### config.mk
export PLATFORM = sky130hd
export DESIGN_NAME = alu_seq_flat
export DESIGN_NICKNAME = d
export VERILOG_FILES = /design/src/rtl/alu_seq_if.sv /design/src/rtl/alu_seq.sv /design/src/flat_wrapper.sv
export SDC_FILE = /design/constraint.sdc
export NUM_CORES = 1
export LEC_CHECK = 0
export ABC_CLOCK_PERIOD_IN_PS = 4700
export CAP_MARGIN = 15
export CORE_ASPECT_RATIO = 0.8
export CORE_MARGIN = 8
export CORE_UTILIZATION = 40
export DETAILED_ROUTE_END_ITERATION = 8
export HOLD_SLACK_MARGIN = 0.03
export SYNTH_ARGS = -nofsm -noshare
export SYNTH_HDL_FRONTEND = slang
export SYNTH_SLANG_ARGS = --single-unit
export TNS_END_PERCENT = 5
### constraint.sdc
create_clock -name clk -period 4.7 [get_ports clk]
set_input_delay 0.705 -clock clk [delete_from_list [all_inputs] [get_ports clk]]
set_output_delay 0.705 -clock clk [all_outputs]
set_load 0.01 [all_outputs]
### src/rtl/alu_seq_if.sv
// alu_seq_if: operand / result handshake bundle for the sequential ALU.
//   Request side : in_valid, in_ready, a, b, op
//   Response side: out_valid, out_ready, y, y_hi, carry, zero, overflow, negative
//   master modport = decode/writeback side (drives operands, consumes results)
//   slave modport  = the ALU itself
interface alu_seq_if #(
  parameter int WIDTH = 8
);
  logic             in_valid;
  logic             in_ready;
  logic [WIDTH-1:0] a;
  logic [WIDTH-1:0] b;
  logic [3:0]       op;
  logic             out_valid;
  logic             out_ready;
  logic [WIDTH-1:0] y;
  logic [WIDTH-1:0] y_hi;
  logic             carry;
  logic             zero;
  logic             overflow;
  logic             negative;

  modport master (
    output in_valid, a, b, op, out_ready,
    input  in_ready, out_valid, y, y_hi, carry, zero, overflow, negative
  );

  modport slave (
    input  in_valid, a, b, op, out_ready,
    output in_ready, out_valid, y, y_hi, carry, zero, overflow, negative
  );
endinterface

### src/rtl/alu_seq.sv
// alu_seq: registered, handshaked ALU between decode and writeback.
//   clk  - single clock, rising edge
//   rst  - synchronous active-high reset
//   bus  - alu_seq_if.slave: operands/op in (valid/ready), result and
//          flags out (valid/ready)
// Single-cycle ops register their result on the accept edge; MUL runs a
// WIDTH-step shift-add loop before presenting the product. The result is
// held until the consumer takes it, and only then is a new op accepted.
module alu_seq #(
  parameter int WIDTH = 8
) (
  input logic      clk,
  input logic      rst,
  alu_seq_if.slave bus
);

  localparam int SHW = $clog2(WIDTH);
  localparam int CW  = $clog2(WIDTH + 1);

  localparam logic [3:0] OP_ADD = 4'd0;
  localparam logic [3:0] OP_SUB = 4'd1;
  localparam logic [3:0] OP_AND = 4'd2;
  localparam logic [3:0] OP_OR  = 4'd3;
  localparam logic [3:0] OP_XOR = 4'd4;
  localparam logic [3:0] OP_SLT = 4'd5;
  localparam logic [3:0] OP_SLL = 4'd6;
  localparam logic [3:0] OP_SRL = 4'd7;
  localparam logic [3:0] OP_SRA = 4'd8;
  localparam logic [3:0] OP_MUL = 4'd9;

  typedef enum logic [1:0] {
    IDLE,
    MUL,
    HOLD
  } state_t;

  state_t state, state_nx;

  logic [WIDTH-1:0] y_r, yhi_r;
  logic             carry_r, zero_r, overflow_r, negative_r;

  logic [WIDTH-1:0] mcand, mplier, acc;
  logic [CW-1:0]    cnt;

  logic [SHW-1:0]   shamt;
  logic [WIDTH-1:0] b_eff;
  logic             is_sub;
  logic [WIDTH:0]   sum;
  logic [WIDTH-1:0] alu_y;
  logic             alu_c, alu_o;

  logic [WIDTH:0]   step_sum;
  logic [WIDTH-1:0] acc_nx, mplier_nx;

  logic             load_alu, start_mul, mul_done;

  // Single-cycle datapath. SUB reuses the adder as a + ~b + 1, so the adder
  // carry-out is "no borrow" and is inverted to report borrow.
  always_comb begin
    shamt  = bus.b[SHW-1:0];
    is_sub = (bus.op == OP_SUB);
    b_eff  = is_sub ? ~bus.b : bus.b;
    sum    = {1'b0, bus.a} + {1'b0, b_eff} + {{WIDTH{1'b0}}, is_sub};
    alu_y  = '0;
    alu_c  = 1'b0;
    alu_o  = 1'b0;
    case (bus.op)
      OP_ADD, OP_SUB: begin
        alu_y = sum[WIDTH-1:0];
        alu_c = is_sub ? ~sum[WIDTH] : sum[WIDTH];
        alu_o = (bus.a[WIDTH-1] == b_eff[WIDTH-1]) &&
                (sum[WIDTH-1] != bus.a[WIDTH-1]);
      end
      OP_AND: alu_y = bus.a & bus.b;
      OP_OR:  alu_y = bus.a | bus.b;
      OP_XOR: alu_y = bus.a ^ bus.b;
      OP_SLT: alu_y = {{(WIDTH-1){1'b0}}, ($signed(bus.a) < $signed(bus.b))};
      OP_SLL: alu_y = bus.a << shamt;
      OP_SRL: alu_y = bus.a >> shamt;
      OP_SRA: alu_y = $signed(bus.a) >>> shamt;
      default: alu_y = '0;
    endcase
  end

  // One shift-add step: {acc, mplier} acts as a 2*WIDTH product register
  // that shifts right each step, with the multiplier bits draining out
  // of the bottom while product bits fill in from the top.
  always_comb begin
    step_sum  = {1'b0, acc} + (mplier[0] ? {1'b0, mcand} : {(WIDTH+1){1'b0}});
    acc_nx    = step_sum[WIDTH:1];
    mplier_nx = {step_sum[0], mplier[WIDTH-1:1]};
  end

  // State register.
  always_ff @(posedge clk) begin
    if (rst) state <= IDLE;
    else     state <= state_nx;
  end

  // Next-state logic and the load strobes for the datapath registers.
  always_comb begin
    state_nx  = state;
    load_alu  = 1'b0;
    start_mul = 1'b0;
    mul_done  = 1'b0;
    case (state)
      IDLE: begin
        if (bus.in_valid) begin
          if (bus.op == OP_MUL) begin
            start_mul = 1'b1;
            state_nx  = MUL;
          end else begin
            load_alu = 1'b1;
            state_nx = HOLD;
          end
        end
      end
      MUL: begin
        if (cnt == CW'(1)) begin
          mul_done = 1'b1;
          state_nx = HOLD;
        end
      end
      HOLD: begin
        if (bus.out_ready) state_nx = IDLE;
      end
      default: state_nx = IDLE;
    endcase
  end

  // Result/flag registers and multiplier working registers. Results only
  // change on a load, so they stay put while idling after a handoff.
  always_ff @(posedge clk) begin
    if (rst) begin
      y_r        <= '0;
      yhi_r      <= '0;
      carry_r    <= 1'b0;
      zero_r     <= 1'b0;
      overflow_r <= 1'b0;
      negative_r <= 1'b0;
      mcand      <= '0;
      mplier     <= '0;
      acc        <= '0;
      cnt        <= '0;
    end else begin
      if (load_alu) begin
        y_r        <= alu_y;
        yhi_r      <= '0;
        carry_r    <= alu_c;
        zero_r     <= (alu_y == '0);
        overflow_r <= alu_o;
        negative_r <= alu_y[WIDTH-1];
      end
      if (start_mul) begin
        mcand  <= bus.a;
        mplier <= bus.b;
        acc    <= '0;
        cnt    <= CW'(WIDTH);
      end
      if (state == MUL) begin
        acc    <= acc_nx;
        mplier <= mplier_nx;
        cnt    <= cnt - CW'(1);
      end
      if (mul_done) begin
        y_r        <= mplier_nx;
        yhi_r      <= acc_nx;
        carry_r    <= 1'b0;
        zero_r     <= ({acc_nx, mplier_nx} == '0);
        overflow_r <= 1'b0;
        negative_r <= acc_nx[WIDTH-1];
      end
    end
  end

  assign bus.in_ready  = (state == IDLE);
  assign bus.out_valid = (state == HOLD);
  assign bus.y         = y_r;
  assign bus.y_hi      = yhi_r;
  assign bus.carry     = carry_r;
  assign bus.zero      = zero_r;
  assign bus.overflow  = overflow_r;
  assign bus.negative  = negative_r;

endmodule

### src/flat_wrapper.sv
// flat-port wrapper written by rule: the top's interface ports become plain ports
module alu_seq_flat 
#(
  parameter int WIDTH = 8
)
  (clk, rst, bus_in_valid, bus_a, bus_b, bus_op, bus_out_ready, bus_in_ready, bus_out_valid, bus_y, bus_y_hi, bus_carry, bus_zero, bus_overflow, bus_negative);
  alu_seq_if #(.WIDTH(WIDTH)) bus_i ();
  input logic clk;
  input logic rst;
  input wire logic [$bits(bus_i.in_valid)-1:0] bus_in_valid;
  input wire logic [$bits(bus_i.a)-1:0] bus_a;
  input wire logic [$bits(bus_i.b)-1:0] bus_b;
  input wire logic [$bits(bus_i.op)-1:0] bus_op;
  input wire logic [$bits(bus_i.out_ready)-1:0] bus_out_ready;
  output wire logic [$bits(bus_i.in_ready)-1:0] bus_in_ready;
  output wire logic [$bits(bus_i.out_valid)-1:0] bus_out_valid;
  output wire logic [$bits(bus_i.y)-1:0] bus_y;
  output wire logic [$bits(bus_i.y_hi)-1:0] bus_y_hi;
  output wire logic [$bits(bus_i.carry)-1:0] bus_carry;
  output wire logic [$bits(bus_i.zero)-1:0] bus_zero;
  output wire logic [$bits(bus_i.overflow)-1:0] bus_overflow;
  output wire logic [$bits(bus_i.negative)-1:0] bus_negative;
  assign bus_i.in_valid = bus_in_valid;
  assign bus_i.a = bus_a;
  assign bus_i.b = bus_b;
  assign bus_i.op = bus_op;
  assign bus_i.out_ready = bus_out_ready;
  assign bus_in_ready = bus_i.in_ready;
  assign bus_out_valid = bus_i.out_valid;
  assign bus_y = bus_i.y;
  assign bus_y_hi = bus_i.y_hi;
  assign bus_carry = bus_i.carry;
  assign bus_zero = bus_i.zero;
  assign bus_overflow = bus_i.overflow;
  assign bus_negative = bus_i.negative;
  alu_seq #(.WIDTH(WIDTH)) u_core (.clk(clk), .rst(rst), .bus(bus_i));
endmodule
## After elaboration in Yosys (flattened, before gate mapping)

Index checks and enable logic that the tools add are counted.

| word-level totals | value |
|---|---|
| word-level logic and storage cells | 84 |
| register bits after elaboration | 50 |
| output and inout bits | 22 |

| cells by class | value |
|---|---|
| add/sub/neg operators | 4 |
| reduce and logical (&&, ||, !) cells | 10 |
| muxes and demuxes | 33 |
| equality and inequality tests | 17 |
| bitwise operators | 5 |
| shift-type cells | 3 |
| $lt $le $gt $ge | 1 |

Operators with widths:

| kind | count |
|---|---|
| 2-to-1 mux 8 bit | 10 |
| case mux 8 bit (8 select lines) | 1 |
| == test 4 x 3 -> 1 bit (second input constant) | 4 |
| logical NOT 16 bit | 1 |
| 2-to-1 mux 1 bit | 15 |
| adder 8 x 8 -> 9 bit | 1 |
| adder 8 x 9 -> 9 bit | 1 |
| adder 9 x 1 -> 9 bit | 1 |
| bitwise AND 8 bit | 1 |
| == test 4 x 1 -> 1 bit (second input constant) | 2 |
| == test 4 x 2 -> 1 bit (second input constant) | 2 |
| == test 4 bit (second input constant) | 2 |
| logical NOT 8 bit | 1 |
| < comparator 8 bit | 1 |
| 2-to-1 mux 2 bit | 4 |
| 2-to-1 mux 4 bit | 2 |
| inverter 8 bit | 1 |
| bitwise OR 8 bit | 1 |
| left shift 8 x 3 -> 8 bit | 1 |
| >> shifter 8 x 3 -> 8 bit | 1 |
| >>> shifter 8 x 3 -> 8 bit | 1 |
| bitwise XOR 8 bit | 1 |
| case mux 2 bit (3 select lines) | 1 |
| logical NOT 4 bit | 1 |
| 13 further kinds | 16 |

## Logic depth before layout (Yosys ltp)

Gate-level depths: netlist (run 1).

| logic depth | value |
|---|---|
| depth in word-level cells | 8 |
| depth in mapped cells | 12 |
| gate-level depth less buffers | 10 |

## Worst setup path before layout (run 1)

OpenSTA, ideal clock, no wires.

| timing | value |
|---|---|
| path kind | input port to flip-flop |
| from | input port bus_b[0] |
| to | register u_core.zero_r (netlist: u_core.bus.zero) |
| setup slack | 1.335 ns |
| arrival | 3.305 ns |
| data required time | 4.640 ns |
| setup time | 0.060 ns |
| stages on the path | 11 |
| cell sequence | clkbuf_1 -> buf_2 -> clkbuf_1 -> o21ai_0 -> fa_1 -> xnor2_1 -> o22ai_1 -> a2111oi_0 -> nand4_1 -> nor3_1 -> a41o_1 |

| between the ends | value |
|---|---|
| longest elaborated chain between the ends | 8 |
| elaborated cells on any way between the ends | 15 |
| those cells by class | add/sub (2); order compare (1); shift (3); mux (4); bitwise (4); reduce/logical (1) |

Ends and longest elaborated chain:

| element | line | text |
|---|---|---|
| start, declared | flat_wrapper.sv:12 | `input wire logic [$bits(bus_i.b)-1:0] bus_b;` |
| inverter 8 bit | alu_seq.sv:62 | `b_eff = is_sub ? ~bus.b : bus.b;` |
| 2-to-1 mux 8 bit | alu_seq.sv:62 |  |
| adder 8 x 8 -> 9 bit | alu_seq.sv:63 | `sum = {1'b0, bus.a} + {1'b0, b_eff} + {{WIDTH{1'b0}}, is_sub};` |
| adder 9 x 1 -> 9 bit | alu_seq.sv:63 |  |
| case mux 8 bit (8 select lines) (*) | alu_seq.sv:67 | `case (bus.op)` |
| logical NOT 8 bit (*) | alu_seq.sv:150 | `zero_r <= (alu_y == '0);` |
| 2-to-1 mux 1 bit (*) | alu_seq.sv:146 | `if (load_alu) begin` |
| 2-to-1 mux 1 bit (*) | alu_seq.sv:165 | `if (mul_done) begin` |
| end signal, assigned | alu_seq.sv:150 |  |
| end signal, assigned | alu_seq.sv:169 | `zero_r <= ({acc_nx, mplier_nx} == '0);` |
| end, declared | alu_seq.sv:40 | `logic carry_r, zero_r, overflow_r, negative_r;` |

Every way passes the cells marked *; elsewhere a longest branch is shown, timed or not. The select of a mux whose other input is x is not followed.
A chain may end at the register's enable or synchronous reset.

## Worst setup path in the final report (run 1)

| timing | value |
|---|---|
| from | input port bus_op[1] |
| to | register u_core.negative_r (netlist: u_core.bus.negative) |

| between the ends | value |
|---|---|
| longest elaborated chain between the ends | 7 |
| elaborated cells on any way between the ends | 21 |
| those cells by class | add/sub (2); eq/ne (9); mux (7); reduce/logical (3) |

Ends and longest elaborated chain:

| element | line | text |
|---|---|---|
| start, declared | flat_wrapper.sv:13 | `input wire logic [$bits(bus_i.op)-1:0] bus_op;` |
| == test 4 x 1 -> 1 bit | alu_seq.sv:61, alu_seq.sv:67 |  |
| 2-to-1 mux 8 bit | alu_seq.sv:62 |  |
| adder 8 x 8 -> 9 bit | alu_seq.sv:63 |  |
| adder 9 x 1 -> 9 bit | alu_seq.sv:63 |  |
| case mux 8 bit (8 select lines) | alu_seq.sv:67 |  |
| 2-to-1 mux 1 bit | alu_seq.sv:146 |  |
| 2-to-1 mux 1 bit | alu_seq.sv:165 |  |
| end signal, assigned | alu_seq.sv:152 | `negative_r <= alu_y[WIDTH-1];` |
| end signal, assigned | alu_seq.sv:171 | `negative_r <= acc_nx[WIDTH-1];` |
| end, declared | alu_seq.sv:40 |  |

Parallel ways exist; a longest one is shown, timed or not. The select of a mux whose other input is x is not followed.

==> results list, run 1 <==
- In this run the vertical extent of the chip is between 100 and 150 µm.
- Counting both buffers and inverters, the worst setup path holds a total of 2.
- The detail route stage leaves a number of antenna-violating nets equal to 0.
* Per-cell via count in the routed design: 5.77
- Signed area change from the synthesized netlist to the final layout: 19.0%
* Placeable Area: 10,200 µm²
- Family with the most delay on the worst path: compound AO/OA/AOI/OAI gates
- Result of the run: finished clean
* Share of total power in combinational logic: 0.243
- Flip-flop cell with the highest count after synthesis: dfxtp_1
* Final number of setup-violating endpoints: 0
- Worst clock skew: about 3.0 ps
* HPWL after detailed placement: 10.0 mm
- Net count reported at finish: 651
- For this design the top-level I/O count stands at 46.
- Horiz. Die Dim: approximately 130 µm
- The share of total power dissipated in the clock network is 0.367.
* Final worst path period share: 0.794
- Part of the Yosys area used for sequential elements: 0.240
- The number of different library cells used by synthesis comes to between 50 and 60.
* Area of the die: 14,000 µm²
- 0 antenna diodes ended up in the layout.
- Final Hold Violating Endpoints: 0
- Dividing total power by cell area gives a power density of between 200 and 250 nW/µm².
- STA classifies the critical path endpoint as a flop.
- TritonCTS built the clock tree.
- Pin count of the biggest net entering global routing: between 50 and 60
- nand2_1 is the most common cell in the netlist.
- For the worst setup path, the data arrival time is just under 4000 ps.
- Leakage Power: just under 2 nW
- H-Tree Depth: 2
- In this run the tool buffered the top-level ports with 45 buffer cells.
- Min Tclk post-route: approximately 3700 ps
- Post-route setup TNS: 0 ps
- On the worst path, the slowest cell contributes a delay of 670 ps.
- In this run the cell area of the synthesized design comes to between 4000 and 5000 µm².
* Detailed Route Iter0 Violations: between 200 and 300
- Nature of the critical path startpoint: primary input
* Worst hold margin: 452 ps
* Rel. slew slack: 0.361
- The via count of the first global-routing pass was 4,102.
- Of the total power, the share spent switching nets is 0.284.
* Number of buffers between clock root and the deepest sink: 2
- Most area-consuming cells after synthesis: dfxtp_1 (24%), ha_1 (13%), nand2_1 (6.6%)
- Peak supply drop: roughly 180 µV
- Hold buffer count at CTS: 0
- Power comes to 1.14 mW.
- Setup repair after global routing left no endpoint under its margin.
- Internal power comes to 816 µW.
- Iteration count of the initial detailed-routing pass: 5
- The synthesized design contains 50 register bits.
- Net count of the mapped netlist: 613
- At the pin with the least slew margin, the transition time is around 950 ps.
- The share of synthesized area in the top cell type comes to 0.240.
- Max-cap violations in this run came to 0.
- Ranked by instance count, the synthesized netlist is headed by nand2_1 (73), nor2_1 (58), dfxtp_1 (50).
- The path class of the tightest hold or removal check is flop to flop.
* Wire length of the first global-routing pass: approximately 21 mm
- The number of setup buffers added after CTS is 0.
* Number of flops mapped to enable cells by yosys: 0
- Num rows: 33
* Area leader, netlist: dfxtp_1
- The max-slew violation count was 0.
- Overflow after GRT: 0
- Post-synthesis area per instance: about 7.7 µm²
* Master cell of the clock root buffer: clkbuf_16
- Antenna violations before repair: 0
- Portion of total power attributed to sequential cells: 0.389
- Once the clock tree was built, the resizer swapped 0 gates to a different size.
- For this configuration, the core starts out at a cell density of 0.409.
- Crit-path cells: clkdlybuf4s50_1 > or4b_1 > buf_4 > xnor2_1 > ha_1 > a21oi_1 > nand2_1 > o21ai_0 > mux2i_1 > a2111o_1 > nor2_1 > o32ai_1
- Final routed wire length divided by cell count: ~18 µm
- The Yosys step of the flow raised 0 warnings.
- Switching Power: ~320 µW
- Asr flop ratio synth: 0
- All-Layer GR Usage: 0.192
* Total vias in the final route: about 4,200
- Routability-driven placement finished with a final weighted congestion of approximately 0.93.
- Clock tree synthesis inserted a total of 5 buffers.
* Critical Path RT: 4900 ps
- In the synthesized netlist, the number of instances is ~550.
* Total Routed Length: ~13 mm
- In the routed design, unresolved DRC markers number 0.
- Critical path peak fanout: 7
- Layout cell share with drive strength beyond 1: 0.0617
- Top achievable clock speed: around 0.27 GHz
- Clock transition at the registers of the reported paths: roughly 60 ps
- Sink count of the clock tree: 50
* Standard cell with the maximum stage delay on the critical path: or4b_1
- Crit Path Class: primary input to flop
* Clock insertion delay at the later pin of the skew report: roughly 290 ps
==> placed cells by master, fill, tap and decap left out, drive strengths merged, types with 3 or more instances in the layout <==
cell,synthesis,layout
nor4b,3,3
a31oi,7,7
or3,4,4
mux4,6,6
nand4,5,5
o221ai,5,5
o211ai,6,6
o21bai,5,5
ha,42,42
and2,9,9
clkbuf,27,6
clkdlybuf4s50,0,45
o21ai,16,16
a21oi,49,49
buf,4,17
a311oi,8,8
a22oi,9,9
nand3,20,20
a2111oi,5,5
inv,24,24
a211oi,12,12
or4,4,4
nand3b,4,4
nand2b,6,6
mux2i,6,6
xnor2,15,15
nor2,58,58
nor3,12,12
nor2b,8,8
dfxtp,50,50
nand2,73,73
==> final timing paths <==
kind / slack [ps] / to / cells past startpoint / from
worst max register to register: 1350 / u_core.bus.zero / 10 / u_core.mplier[0]
worst min register to register: 450 / u_core.mcand[7] / 2 / u_core.mcand[7]
worst min-delay path: 450 / u_core.mcand[7] / 2 / u_core.mcand[7]
worst max-delay path: 970 / u_core.bus.negative / 12 / bus_op[1]
==> sequential cells by signal (all words and copies together), names as in the netlist <==
register / flops
u_core.acc: 8
u_core.bus.carry: 1
u_core.bus.negative: 1
u_core.bus.overflow: 1
u_core.bus.y: 8
u_core.bus.y_hi: 8
u_core.bus.zero: 1
u_core.cnt: 4
u_core.mcand: 8
u_core.mplier: 8
u_core.state: 2
==> worst min-delay path, stage by stage, from the launching register on <==
cell and delay, ps:
dfxtp_1 310, nand2_1 50, a21oi_1 50
==> power groups by stage <==
stage,clock network [mW],logic (mW),registers (mW)
after floorplan,0,0.166,0.452
after global placement,0,0.272,0.453
after detailed placement,0,0.274,0.453
after CTS,0.427,0.276,0.443
after global routing,0.445,0.304,0.445
final,0.418,0.277,0.443
==> kinds of logic after synthesis <==
logic type,share of synthesized area
AO/OA/AOI/OAI,0.228
XOR/XNOR,0.0357
adder cells (fa/ha/maj),0.136
buffers and inverters,0.0555
flip-flops,0.240
multiplexers,0.0522
AND/OR/NAND/NOR,0.254
==> stage by stage <==
step	utilization	instance area [µm²]	std cells	worst slack [ps]
3_5_place_dp	0.470	4800	716	696
5_1_grt	0.487	4970	723	694
2_1_floorplan	-	4170	545	1340
6_report	0.487	4970	723	966
4_1_cts	0.487	4970	723	975
3_3_place_gp	0.470	4800	716	772
==> layer usage <==
metal | share of wire | vias to the layer above | wire, µm | global-route usage
li1 | - | 2047 | - | -
met1 | 0.48 | 1975 | 6380 | 0.268
met2 | 0.43 | 138 | 5610 | 0.292
met3 | 0.075 | 15 | 991 | 0.0460
met4 | 0.014 | 0 | 185 | 0.0430
met5 | 0 | - | 0 | 0
==> layout make-up <==
cell class,count,area [µm²]
fill,1054,5230
multi-input combinational,438,2950
sequential,50,1000
timing repair buffer,62,578
tap,140,175
clock buffer,6,139
inverter,26,97.6
clock inverter,1,30.0
Note: power is estimated with default switching activity, not from simulation.
==> run 2: changes to the inputs <==
Settings changed: ABC_CLOCK_PERIOD_IN_PS 4700 to 3100.
Clock period 4.7 ns to 3.1 ns, I/O delays scaled along.
==> run 2 against run 1 <==
  * Sequential power rose by 51%
  * Clock power rose by 38%
  * Design area rose by 9.5%
  * Combinational power rose by 80%
  * Sequential share of layout area fell by 1.8 points
  * Die area did not move
  * Clock skew rose by 1.5 ps
  * Global-route usage rose by 0.62 points
  * Worst setup slack got worse by 920 ps
  * Clock-buffer cell count did not move
  * Largest power group unchanged
  * Cell count rose by 7.9%
==> results list, run 2 (same netlist as run 1, synthesis figures left out) <==
- The flow ran to the end, and the final reports show no timing, DRC or antenna violations.
* Leakage Power: between 2 and 2.5 nW
- In this run the worst path has a maximum fanout of 5.
* Ant. Diodes: 0
* Endpoint, Worst Hold: u_core.mcand[0]
* Area of the die: 14,000 µm²
* Cell Pwr Density: around 320 nW/µm²
* Post-route setup TNS: 0 ps
- The layer flagged by global routing as most heavily used is met1.
- Placeable Area: roughly 10,000 µm²
- After detailed routing, the number of vias per cell comes to approximately 5.6.
- Critical Path RT: about 3300 ps
- Count of input and output buffers: 45
* Max-cap violations: 0
- WP data arrival: 3300 ps
- Met2 GRT Util: 0.289
* Critical register-to-register path endpoint: u_core.bus.zero
- Measured along the x axis, the die boundary spans between 100 and 150 µm.
* Antenna Nets Post-Route: 0
- Transition time of the tightest slew-check pin: about 730 ps
* Final estimated routing congestion in global placement: between 0.9 and 1
- The clock arrives with between 4 and 5 ps of skew.
* Final Hold Violating Endpoints: 0
* Number of buffers between clock root and the deepest sink: 2
- The max-slew violation count is 0.
- For met1 alone, demand over resource in global routing was 0.290.
- Top achievable clock speed: between 0.3 and 0.4 GHz
* Num rows: 33
- In this run, CTS created clock tree buffers numbering 5.
- Most frequent standard cell in the layout excluding fill and tap cells: nand2_1
* # placed instances: 770
- Hold repair after CTS inserted 0 buffers.
* Detailed Route Iter0 Violations: between 300 and 400
- In the layout the commonest cells are nand2_1 (73), buf_4 (72), nor2_1 (58), dfxtp_1 (50), a21oi_1 (47).
- Final routed wire length divided by cell count: around 18 µm
- Sw frac: 0.302
- The worst pin sits at a relative slew slack of 0.513.
- Entering global routing, the biggest net connects 50 pins.
* Nature of the critical path startpoint: flop
* Effective utilization at floorplan: 0.409
- After detailed routing, the number of remaining DRC violations is 0.
- Number of stages on the worst hold path: 2
* Total of fill cells in the finished design: roughly 1,000
- Iteration count of the initial detailed-routing pass: 5
* Count of placed standard cells in the final layout, fillers left out: 780
- The total overflow left after global routing is 0.
- For this run, the total global-route usage over all layers was measured as 0.199.
- Internal Dissipation: around 1.2 mW
- The share of total power dissipated in the clock network is 0.330.
- Share of total power in combinational logic: 0.286
- Final worst path period share: 0.986
* Portion of total power attributed to sequential cells: 0.385
- Setup repair after global routing could not meet its margin everywhere.
- Switching Power: about 530 µW
- The via count of the first global-routing pass is about 4,200.
* Total vias in the final route: about 4,400
- Hold Crit Class: flop to flop
- Net count reported at finish: slightly above 700
- TritonCTS built the clock tree.
- The tree is rooted in a clkbuf_16.
* Layout cell share with drive strength beyond 1: 0.163
- The H-tree was split into 2 levels.
- Fraction of met3 tracks used by global routing: 0.0337
- The worst setup path is captured at a flop.
* Clock insertion delay at the later pin of the skew report: around 290 ps
- Clock transition at the registers of the reported paths: ~70 ps
- Source of the worst hold timing path: u_core.mcand[0]
- Count of pins on the block boundary: 46
- R2r startpoint: u_core.mplier[0]
- Setup violations remaining at the end of the flow were counted as 0.
- HPWL after detailed placement: about 11 mm
* Signed area change from the synthesized netlist to the final layout: 30.4%
- The number of cells on the worst reg-to-reg path is 10.
* Die Y: between 100 and 150 µm
* Wire length of the first global-routing pass: between 20 and 25 mm
* Total Routed Length: roughly 14 mm
- Sink count of the clock tree: 50
* Crit Path Class: flop to flop
* Flop-to-flop setup slack: about 42 ps
- IR analysis of the VDD net gives a maximum drop of 183 µV.
- The number of antenna violations at the first check in global routing was 0.
* Min Tclk post-route: just over 3000 ps
run 2: routing by layer:
metal	up-vias	part of all wire	wire, µm
li1	2156	-	-
met4	0	0.018	254
met1	2094	0.51	6990
met2	125	0.41	5660
met3	20	0.063	868
met5	-	0	0
run 2: cell type report:
type                       count  area (µm²)  share of cell area
tap                          140         175              0.0322
sequential                    50        1000               0.184
timing repair buffer         118         997               0.183
clock buffer                   6         139              0.0255
multi-input combinational    438        3010               0.554
clock inverter                 2        16.3             0.00299
inverter                      26        97.6              0.0179
run 2: power groups by stage:
stage	Sequential (mW)	Combinational, mW	Clock [mW]
2_1_floorplan	0.686	0.252	0
3_3_place_gp	0.686	0.478	0
3_5_place_dp	0.686	0.478	0
4_1_cts	0.671	0.489	0.589
5_1_grt	0.673	0.540	0.616
6_report	0.671	0.498	0.575
run 2: per-stage QoR:
| step | power (mW) | util | setup slack, ps | hold WS [ps] | cell area [µm²] |
|---|---|---|---|---|---|
| floorplan | 0.938 | - | 0.445 | 432 | 4170 |
| global placement | 1.16 | 0.510 | -509 | 443 | 5200 |
| global route | 1.83 | 0.533 | -75.9 | 480 | 5440 |
| finish | 1.74 | 0.533 | 42.2 | 453 | 5440 |
| CTS | 1.75 | 0.530 | 31.7 | 453 | 5410 |
| detailed placement | 1.16 | 0.510 | -582 | 444 | 5200 |
run 2: critical path, cell delays in order (launching register included):
cell	delay, ps
dfxtp_1	310
buf_4	140
and2_1	190
fa_2	380
a211o_1	330
a2111oi_4	320
a211oi_2	100
or4b_1	530
or4_4	440
a21oi_2	160
a41o_1	110
run 2: how the worst max path moves through the flow:
stage                     slack, ps             start                   to  depth (start not counted)
after detailed placement       -580         bus_op[1]  u_core.bus.negative                         13
after floorplan                 0.4         bus_op[1]      u_core.bus.zero                         10
after CTS                        30  u_core.mplier[0]      u_core.bus.zero                         10
after global placement         -510         bus_op[1]  u_core.bus.negative                         13
after global routing            -80         bus_op[1]      u_core.bus.y[5]                         11
final                            40  u_core.mplier[0]      u_core.bus.zero                         10
run 2: repair_timing:
action,4_1_cts,5_1_grt
buffers inserted,2,0
pin swaps,10,8
gates resized for setup,16,7
setup endpoints to repair,10,7
